--- src/rtl/dds_pkg.sv ---
// Shared types for the DDS phase generator: FSM state encoding and the config bundle.
package dds_pkg;

   localparam int DDS_PHASE_DW     = 16;
   localparam int DDS_ACC_DW       = 32;
   localparam int DDS_SWEEP_CNT_DW = 16;

   typedef enum logic [1:0] {
      IDLE  = 2'd0,
      TONE  = 2'd1,
      SWEEP = 2'd2
   } dds_pg_state_t;

   typedef struct packed {
      logic [DDS_ACC_DW-1:0]       ftw;
      logic [DDS_ACC_DW-1:0]       step;
      logic [DDS_SWEEP_CNT_DW-1:0] len;
      logic [DDS_PHASE_DW-1:0]     offset;
      logic                        rpt;
      logic                        sync;
   } dds_pg_cfg_t;

endpackage

--- src/rtl/dds_phase_gen.sv ---
// Phase-accumulator NCO with fixed-tone and linear-chirp modes; phase words leave 2 edges after run rises.
// No output backpressure (downstream always accepts); config is held off only while a sweep is running.
module dds_phase_gen
   import dds_pkg::*;
#(
   parameter int PHASE_DW     = DDS_PHASE_DW,
   parameter int ACC_DW       = DDS_ACC_DW,
   parameter int SWEEP_CNT_DW = DDS_SWEEP_CNT_DW
) (
   input  logic                    clk,
   input  logic                    reset,
   input  logic                    cfg_valid,
   output logic                    cfg_ready,
   input  logic [ACC_DW-1:0]       cfg_ftw,
   input  logic [ACC_DW-1:0]       cfg_step,
   input  logic [SWEEP_CNT_DW-1:0] cfg_len,
   input  logic [PHASE_DW-1:0]     cfg_offset,
   input  logic                    cfg_repeat,
   input  logic                    cfg_sync,
   input  logic                    run,
   input  logic                    sync,
   output logic [PHASE_DW-1:0]     m_axis_phase_tdata,
   output logic                    m_axis_phase_tvalid,
   output logic                    busy,
   output logic                    sweep_done
);

   localparam logic [SWEEP_CNT_DW-1:0] CNT_ONE = SWEEP_CNT_DW'(1);

   dds_pg_state_t           state_q, state_d;
   logic [ACC_DW-1:0]       acc_q, acc_d;
   logic [ACC_DW-1:0]       ftw_cur_q, ftw_cur_d;
   logic [ACC_DW-1:0]       ftw_start_q, ftw_start_d;
   logic [ACC_DW-1:0]       step_q, step_d;
   logic [SWEEP_CNT_DW-1:0] count_q, count_d;
   logic [SWEEP_CNT_DW-1:0] len_q, len_d;
   logic [PHASE_DW-1:0]     offset_q, offset_d;
   logic                    repeat_q, repeat_d;
   logic [PHASE_DW-1:0]     tdata_q, tdata_d;
   logic                    tvalid_q, tvalid_d;
   logic                    done_q, done_d;
   logic                    active;
   logic                    cfg_accept;

   assign active     = (state_q != IDLE);
   assign cfg_ready  = (state_q != SWEEP);
   assign cfg_accept = cfg_valid & cfg_ready;

   always_comb begin
      state_d     = state_q;
      acc_d       = acc_q;
      ftw_cur_d   = ftw_cur_q;
      ftw_start_d = ftw_start_q;
      step_d      = step_q;
      count_d     = count_q;
      len_d       = len_q;
      offset_d    = offset_q;
      repeat_d    = repeat_q;
      tdata_d     = tdata_q;
      tvalid_d    = active;
      done_d      = 1'b0;

      // The emitted sample always carries the pre-add accumulator.
      if (active) begin
         tdata_d = acc_q[ACC_DW-1 -: PHASE_DW] + offset_q;
         acc_d   = acc_q + ftw_cur_q;
      end

      if (state_q == SWEEP) begin
         ftw_cur_d = ftw_cur_q + step_q;
         count_d   = count_q - CNT_ONE;
         if (count_q == CNT_ONE) begin
            done_d = 1'b1;
            if (repeat_q) begin
               ftw_cur_d = ftw_start_q;
               count_d   = len_q;
            end else begin
               state_d = TONE;
            end
         end
      end

      if (cfg_accept) begin
         ftw_cur_d   = cfg_ftw;
         ftw_start_d = cfg_ftw;
         step_d      = cfg_step;
         count_d     = cfg_len;
         len_d       = cfg_len;
         offset_d    = cfg_offset;
         repeat_d    = cfg_repeat;
         if (cfg_sync) begin
            acc_d = '0;
         end
         if (state_q == TONE) begin
            state_d = (cfg_len != '0) ? SWEEP : TONE;
         end
      end

      if (sync) begin
         acc_d = '0;
      end

      // Pausing holds acc/ftw/count, so resume picks up the interrupted sweep or tone.
      if (state_q == IDLE) begin
         if (run) begin
            state_d = (count_d != '0) ? SWEEP : TONE;
         end
      end else if (!run) begin
         state_d = IDLE;
      end
   end

   always_ff @(posedge clk) begin
      if (reset) begin
         state_q     <= IDLE;
         acc_q       <= '0;
         ftw_cur_q   <= '0;
         ftw_start_q <= '0;
         step_q      <= '0;
         count_q     <= '0;
         len_q       <= '0;
         offset_q    <= '0;
         repeat_q    <= 1'b0;
         tdata_q     <= '0;
         tvalid_q    <= 1'b0;
         done_q      <= 1'b0;
      end else begin
         state_q     <= state_d;
         acc_q       <= acc_d;
         ftw_cur_q   <= ftw_cur_d;
         ftw_start_q <= ftw_start_d;
         step_q      <= step_d;
         count_q     <= count_d;
         len_q       <= len_d;
         offset_q    <= offset_d;
         repeat_q    <= repeat_d;
         tdata_q     <= tdata_d;
         tvalid_q    <= tvalid_d;
         done_q      <= done_d;
      end
   end

   assign m_axis_phase_tdata  = tdata_q;
   assign m_axis_phase_tvalid = tvalid_q;
   assign busy                = active;
   assign sweep_done          = done_q;

endmodule
--- config.mk ---
export PLATFORM = sky130hd
export DESIGN_NAME = dds_phase_gen
export DESIGN_NICKNAME = d
export VERILOG_FILES = /design/src/rtl/dds_pkg.sv /design/src/rtl/dds_phase_gen.sv
export SDC_FILE = /design/constraint.sdc
export NUM_CORES = 1
export LEC_CHECK = 0
export BUFFER_PORTS_ARGS = -buffer_cell sky130_fd_sc_hd__buf_2
export CAP_MARGIN = 5
export CORE_UTILIZATION = 50
export CTS_CLUSTER_DIAMETER = 80
export DETAILED_ROUTE_END_ITERATION = 8
export PLACE_DENSITY = 0.72
export SLEW_MARGIN = 20
export SYNTH_ARGS = -nofsm -noshare
export SYNTH_HDL_FRONTEND = slang
export SYNTH_SLANG_ARGS = --single-unit
--- constraint.sdc ---
create_clock -name clk -period 2.9 [get_ports clk]
set_input_delay 0.435 -clock clk [delete_from_list [all_inputs] [get_ports clk]]
set_output_delay 0.435 -clock clk [all_outputs]
set_load 0.1 [all_outputs]
==> results.txt, run 1 <==
----------------------------------------------------
[Routing]
  Detailed Route WL ... 33,100 um
  Violation count after the first detailed-route iteration ... 876
  Drt pass-1 iters ... 6
  Average vias per placed instance ... 5.69
  Remaining antenna violation count ... 0
  Average routed wire per standard cell ... 16.7 um
  Drt drc ... 0
  Vias ... 11,300

[Finish]
  Non-filler cells, final ... 1,987
  Area taken by multi-input logic gates ... 0.00764 sq mm
  Post-route cell area ... 0.0141 sq mm
  Layout Utilization ... 62.1%
  Reg area ... 0.00396 sq mm
  Number of nets in the layout ... 1,843
  Share of layout cells above drive strength 1 ... 20.2%
  Layout filler cell count ... 2,044
  Relative area change from synthesis to final layout ... 21.3%

[Timing]
  Tcrit/Tclk final ... 102%
  Setup tns final ... -0.0874 ns
  Final number of setup-violating endpoints ... 3
  Final count of pins violating max slew ... 0
  RSZ-0062 raised after global routing ... true
  Headroom to the max-slew limit ... 56.9%
  Worst setup margin ... -0.0503 ns
  Hold Fails Final Rpt ... 0
  Final hold slack ... 0.224 ns
  Post-Route Skew ... 0.00817 ns
  Final worst path period need ... 2.95 ns
  Fmax ... 339 MHz
  Pin slew with the least headroom to its limit ... 0.647 ns

[Global routing]
  Antenna violations before repair ... 3
  Via count of the first global-routing pass ... 10,400
  First-pass GRT wire length ... 52,300 um
  Overall routing resource usage ... 27.3%
  Maximum number of pins on one net before global-route repair ... 98
  Total overflow reported by the global router ... 0

[Synthesis]
  Warnings from Yosys ... 0
  Syn Nets ... 1,688
  Average size of a mapped cell ... 7.76 sq um
  Number of synthesized flops with an enable pin ... 0
  Post-synthesis register bit count ... 197
  Main synth FF type ... dfxtp_1
  Post-synthesis cell type count ... 69
  Synthesized netlist cell count ... 1,503
  Fraction of the yosys area taken by sequential cells ... 33.8%
  Post-synth design cell area ... 0.0117 sq mm
  Async set or reset register ratio after synthesis ... 0%

[Power and ir drop]
  Total design power ... 6.78 mW
  Static leakage ... 6.22 nW
  Worst VDD drop ... 0.299 mV
  Ratio of total power to cell area ... 479 mW/mm^2

[Die]
  Core region area ... 0.0228 sq mm
  Placement Rows ... 55
  Die Footprint ... 0.0239 sq mm
  Ports placed on the boundary ... 123
  Die extent in y ... 155 um
  Die width ... 155 um
  Initial Util ... 51.2%

[Clocking]
  Hold buffer count at cts ... 0
  Number of buffers inserted during clock tree synthesis ... 17
  Clock-pin slew reported for the worst setup and hold paths after clock tree synthesis ... 0.07 ns
  Maximum buffer depth of the clock tree ... 2
  Clock latency at the later pin of the worst-skew pair ... 0.44 ns
  Clock tree root buffer cell ... clkbuf_16
  CTS HTree Levels ... 4
  Clock tree from TritonCTS ... yes
  Clock Sinks ... 197

[Setup path]
  Setup crit end kind ... flop
  Startpoint kind of the worst setup timing path ... flop
  Data required time of the critical path ... 3.21 ns
  Data arrival, critical path ... 3.26 ns
  Maximum fanout along the worst path ... 3
  Type of the setup path with the least slack ... reg2reg

[Placed design]
  DP Worst Slack ... -0.185 ns
  HPWL after DPL ... 23,400 um
  Number of port buffers ... 122
  Post-placement cell area ... 0.0131 sq mm
  Placed cell count ... 1,935
  GP Congestion ... 0.926

[Flow run]
  Max-cap check violation count ... 0

[Run status]
  Status ... finished, violations left
  Failing checks ... setup timing

[Hold path]
  HP Class ... in2reg

----------------------------------------------------
-- critical path, stage by stage, from the launching register on --
cell and delay, ns:
dfxtp_4 0.39, ha_4 0.15, inv_2 0.04, fa_2 0.34, nor2b_2 0.15, o31a_1 0.18
o22a_1 0.20, a31oi_4 0.13, o21ai_2 0.19, a31oi_2 0.12, o31a_1 0.35, buf_4 0.16
o21ai_2 0.11, mux2i_1 0.22, o32ai_1 0.10
-- where the power goes --
| group | internal (mW) | switching, mW | leakage [nW] | total (mW) |
|---|---|---|---|---|
| sequential | 2.86 | 0.142 | 1.62 | 3.00 |
| clock | 1.23 | 1.09 | 0.269 | 2.32 |
| combinational | 0.601 | 0.858 | 4.33 | 1.46 |
-- Yosys cell counts, drive strengths merged (27+ instances only) --
cell | number | area share [%]
ha | 79 | 8.5
a211oi | 57 | 3.7
dfxtp | 197 | 34
a21o | 36 | 2.3
mux2i | 40 | 3.4
a21oi | 220 | 9.4
clkbuf | 73 | 2.3
inv | 27 | 0.87
nor2 | 90 | 3.0
xnor2 | 43 | 3.2
nand2 | 327 | 11
o21ai | 44 | 1.9
-- worst paths after layout --
check,from,to,slack (ns),depth (start not counted)
min,cfg_step[6],step_q[6],0.22,3
min reg2reg,m_axis_phase_tdata[9],m_axis_phase_tdata[9],0.45,2
max,ftw_cur_q[0],ftw_cur_q[24],-0.05,14
max reg2reg,ftw_cur_q[0],ftw_cur_q[24],-0.05,14
-- registers in the layout, indices dropped and copies added, names as in the netlist --
register,flops
acc_q,32
ftw_cur_q,32
ftw_start_q,32
step_q,32
count_q,16
len_q,16
m_axis_phase_tdata,16
offset_q,16
state_q,2
m_axis_phase_tvalid,1
repeat_q,1
sweep_done,1
-- metal layers --
| metal | vias to the layer above | global-route usage, % | routed length [um] |
|---|---|---|---|
| li1 | 5656 | - | - |
| met1 | 5235 | 39.1 | 15700 |
| met2 | 360 | 41.9 | 14800 |
| met3 | 55 | 3.78 | 1910 |
| met4 | 0 | 9.24 | 711 |
| met5 | - | 0 | 0 |
-- cell families (layout without fill, tap and decap cells) --
logic type / after synthesis / in the layout / share of synthesized area [%]
compound gates: 463 / 463 / 24.6
xor+xnor: 68 / 68 / 5.11
fa+ha+maj: 82 / 82 / 8.99
buf+inv: 113 / 281 / 3.79
flops: 197 / 197 / 33.8
mux: 44 / 44 / 3.82
other cells: 0 / 3 / 0
simple gates: 536 / 536 / 19.9
-- cell usage in the layout, fill, tap and decap left out, types with 8 or more instances in the layout --
master	Yosys	layout
inv_1	27	25
a31oi_1	18	12
o21bai_1	8	8
nor2_1	88	86
a21o_1	36	36
xor2_1	25	25
nand2_1	326	325
nand2b_1	9	9
clkbuf_16	0	17
or3_1	10	10
ha_1	79	73
dfxtp_1	197	187
xnor2_1	43	42
nor2b_1	15	11
nor3_1	19	19
buf_2	2	121
nand3_1	25	23
mux2i_1	40	40
a21oi_1	220	210
o21ai_0	43	33
a211oi_1	57	53
nand4_1	8	8
buf_4	0	86
a21oi_2	0	9
-- what timing repair did --
item | CTS | global route
gates resized for setup | 13 | 88
setup buffers | 5 | 12
pin swaps | 5 | 43
endpoints found under the setup margin | 17 | 33
-- area by class of cell --
| class | count | share of cell area (%) |
|---|---|---|
| Antenna cell | 3 | 0.0531 |
| Clock buffer | 21 | 3.25 |
| Clock inverter | 11 | 0.725 |
| Inverter | 27 | 0.716 |
| Multi-Input combinational cell | 1193 | 54.0 |
| Sequential cell | 197 | 28.0 |
| Tap cell | 313 | 2.77 |
| Timing Repair Buffer | 222 | 10.5 |
Power figures use the tool's default switching activity.
==> run 2, diff against run 1 <==
--- a/config.mk
+++ b/config.mk
@@ -7,6 +7,7 @@
 export LEC_CHECK = 0
 export BUFFER_PORTS_ARGS = -buffer_cell sky130_fd_sc_hd__buf_2
 export CAP_MARGIN = 5
+export CORE_MARGIN = 4
 export CORE_UTILIZATION = 50
 export CTS_CLUSTER_DIAMETER = 80
 export DETAILED_ROUTE_END_ITERATION = 8
==> results.txt, run 2 (synthesis gave the netlist of run 1 again) <==
----------------------------------------------------
[Clocking]
  Clock tree from TritonCTS ... yes
  Clock-pin slew reported for the worst setup and hold paths after clock tree synthesis ... 0.08 ns (about the same)
  Clock latency at the later pin of the worst-skew pair ... 0.44 ns (about the same)
  Maximum buffer depth of the clock tree ... 2 (unchanged)
  Number of buffers inserted during clock tree synthesis ... 17 (unchanged)
  Clock Sinks ... 197 (unchanged)
  Clock tree root buffer cell ... clkbuf_16
  Hold buffer count at cts ... 0 (unchanged)
  CTS HTree Levels ... 4 (unchanged)

[Setup path]
  FF-to-FF Start ... count_q[10]
  Launching instance or port of the critical path ... count_q[10]
  Cell repeated most along the worst path ... or4_4
  Worst r2r dst ... state_q[1]
  Worst R2R Setup Slack ... -0.05 ns (about the same)
  Maximum fanout along the worst path ... 5 (+2)
  Type of the setup path with the least slack ... reg2reg
  Slowest CP cell ... or4_4
  FF-to-FF path depth ... 8 (-6)
  Total stage count of the critical path ... 8 (-6)
  Setup crit end kind ... flop
  Data arrival, critical path ... 3.28 ns (+0.02 ns)
  Crit path buf inv count ... 0 (-2)
  Data required time of the critical path ... 3.23 ns (+0.02 ns)
  Max stage delay on crit path ... 0.56 ns (+0.17 ns)
  Gate family responsible for the most delay along the worst path ... simple AND/OR/NAND/NOR gates
  Startpoint kind of the worst setup timing path ... flop
  Sequence of cells on the critical path ... or4_4 > nor3_4 > nand4_4 > o311ai_2 > nor4b_2 > nand2_1 > or4_4 > and4_1

[Finish]
  Number of nets in the layout ... 1,828 (-0.81%)
  Top library cells by usage in the layout, fill and taps aside ... nand2_1, a21oi_1, dfxtp_1, buf_2, nor2_1
  Layout filler cell count ... 2,018 (-1.3%)
  Relative area change from synthesis to final layout ... 20.6%
  Most common cell after layout, fill and taps aside ... nand2_1
  Share of layout cells above drive strength 1 ... 19.7% (-0.53 points)
  Post-route cell area ... 0.0141 sq mm (-0.63%)
  Layout Utilization ... 61.7% (-0.39 points)
  Reg area ... 0.00396 sq mm (-0.19%)
  Area taken by multi-input logic gates ... 0.00766 sq mm (+0.26%)

[Timing]
  Worst setup margin ... -0.0510 ns (-0.000666 ns)
  RSZ-0062 raised after global routing ... true
  Setup tns final ... -0.0510 ns (+0.0365 ns)
  Fmax ... 339 MHz (about the same)
  Final count of pins violating max slew ... 0 (unchanged)
  Hold Fails Final Rpt ... 0 (unchanged)
  Pin slew with the least headroom to its limit ... 0.642 ns (-0.00435 ns)
  Headroom to the max-slew limit ... 57.2% (+0.29 points)
  Post-Route Skew ... 0.0139 ns (+0.00573 ns)
  Final worst path period need ... 2.95 ns (+0.000666 ns)
  Tcrit/Tclk final ... 102% (about the same)
  Final number of setup-violating endpoints ... 1 (-2)

[Power and ir drop]
  Ratio of total power to cell area ... 492 mW/mm^2 (+2.8%)
  Static leakage ... 6.17 nW (-0.87%)
  Total design power ... 6.92 mW (+2.1%)
  Worst VDD drop ... 0.308 mV (+2.9%)

[Placed design]
  Number of port buffers ... 122 (unchanged)
  HPWL after DPL ... 23,400 um (-0.31%)
  DP Worst Slack ... -0.147 ns (+0.0388 ns)
  Post-placement cell area ... 0.0130 sq mm (-0.80%)
  GP Congestion ... 0.933 (+0.82%)

[Hold path]
  HP Class ... in2reg
  Hold path start ... cfg_step[10]
  Hold Path Depth ... 3 (unchanged)
  Min-Delay Endpoint ... step_q[10]

[Die]
  Core region area ... 0.0228 sq mm (unchanged)
  Ports placed on the boundary ... 123 (unchanged)
  Die Footprint ... 0.0258 sq mm (+7.9%)
  Die extent in y ... 161 um (+3.9%)
  Initial Util ... 51.2% (unchanged)
  Die width ... 161 um (+3.9%)
  Placement Rows ... 55 (unchanged)

[Global routing]
  Maximum number of pins on one net before global-route repair ... 98 (unchanged)
  Via count of the first global-routing pass ... 10,500 (+0.93%)
  Overall routing resource usage ... 24.5% (-2.8 points)
  First-pass GRT wire length ... 52,600 um (+0.63%)
  Total overflow reported by the global router ... 0 (unchanged)
  Antenna violations before repair ... 3 (unchanged)

[Routing]
  Violation count after the first detailed-route iteration ... 960 (+9.6%)
  Drt drc ... 0 (unchanged)
  Drt pass-1 iters ... 6 (unchanged)
  Average routed wire per standard cell ... 17.0 um (+2.3%)
  Average vias per placed instance ... 5.80 (+1.9%)
  Vias ... 11,400 (+1.1%)
  Remaining antenna violation count ... 0 (unchanged)
  Detailed Route WL ... 33,600 um (+1.5%)

[Run status]
  Failing checks ... setup timing
  Status ... finished, violations left

[Flow run]
  Max-cap check violation count ... 0 (unchanged)

----------------------------------------------------
## run 2: changes by cell type in the layout (fill, tap and decap cells not counted), sizes merged
| cell | delta |
|---|---|
| buf | -16 |
| bufinv | +2 |
| inv | +1 |
| clkinv | -2 |
| clkinvlp | -1 |
## run 2: worst max-delay path by stage
stage	slack (ns)	end
2_1_floorplan	0.008	acc_q[30]
3_3_place_gp	-0.13	acc_q[30]
3_5_place_dp	-0.15	acc_q[30]
4_1_cts	0.0001	state_q[1]
5_1_grt	-0.11	state_q[1]
6_report	-0.05	state_q[1]
## run 2: per-stage QoR
| step | std cells | hold WS, ns |
|---|---|---|
| 2_1_floorplan | 1503 | 0.433 |
| 3_3_place_gp | 1926 | 0.435 |
| 3_5_place_dp | 1926 | 0.442 |
| 4_1_cts | 1958 | 0.217 |
| 5_1_grt | 1971 | 0.221 |
| 6_report | 1971 | 0.225 |
## run 2: report_power, final
| part | internal [mW] | total (mW) | switching [mW] | leakage [nW] |
|---|---|---|---|---|
| clock | 1.41 | 2.49 | 1.09 | 0.293 |
| sequential | 2.86 | 3.00 | 0.141 | 1.62 |
| combinational | 0.583 | 1.43 | 0.851 | 4.25 |
## run 2: metal layers
layer / global-route usage (%) / up-vias / wire [um]
met2: 37.6 / 417 / 14900
li1: - / 5637 / -
met3: 4.29 / 44 / 2390
met1: 35.3 / 5334 / 15600
met4: 7.06 / 0 / 680
met5: 0 / - / 0
## run 2: tightest hold or removal path, stage by stage
cell and delay, ns:
buf_2 0.09, nand2_1 0.05, a21oi_1 0.05
## run 2: repair_timing
item | CTS | global route
cloned | 0 | 1
gates resized for setup | 15 | 84
endpoints found under the setup margin | 13 | 42
endpoints found under the hold margin | 0 | 0
pin swaps | 4 | 48
setup buffers | 1 | 9
## run 2: cell type report
type	instances	area share, %
clock inverter	11	1.07
tap	313	2.79
clock buffer	20	3.25
multi-input combinational	1193	54.5
antenna	3	0.0534
timing repair buffer	207	9.53
sequential	197	28.1
inverter	27	0.721
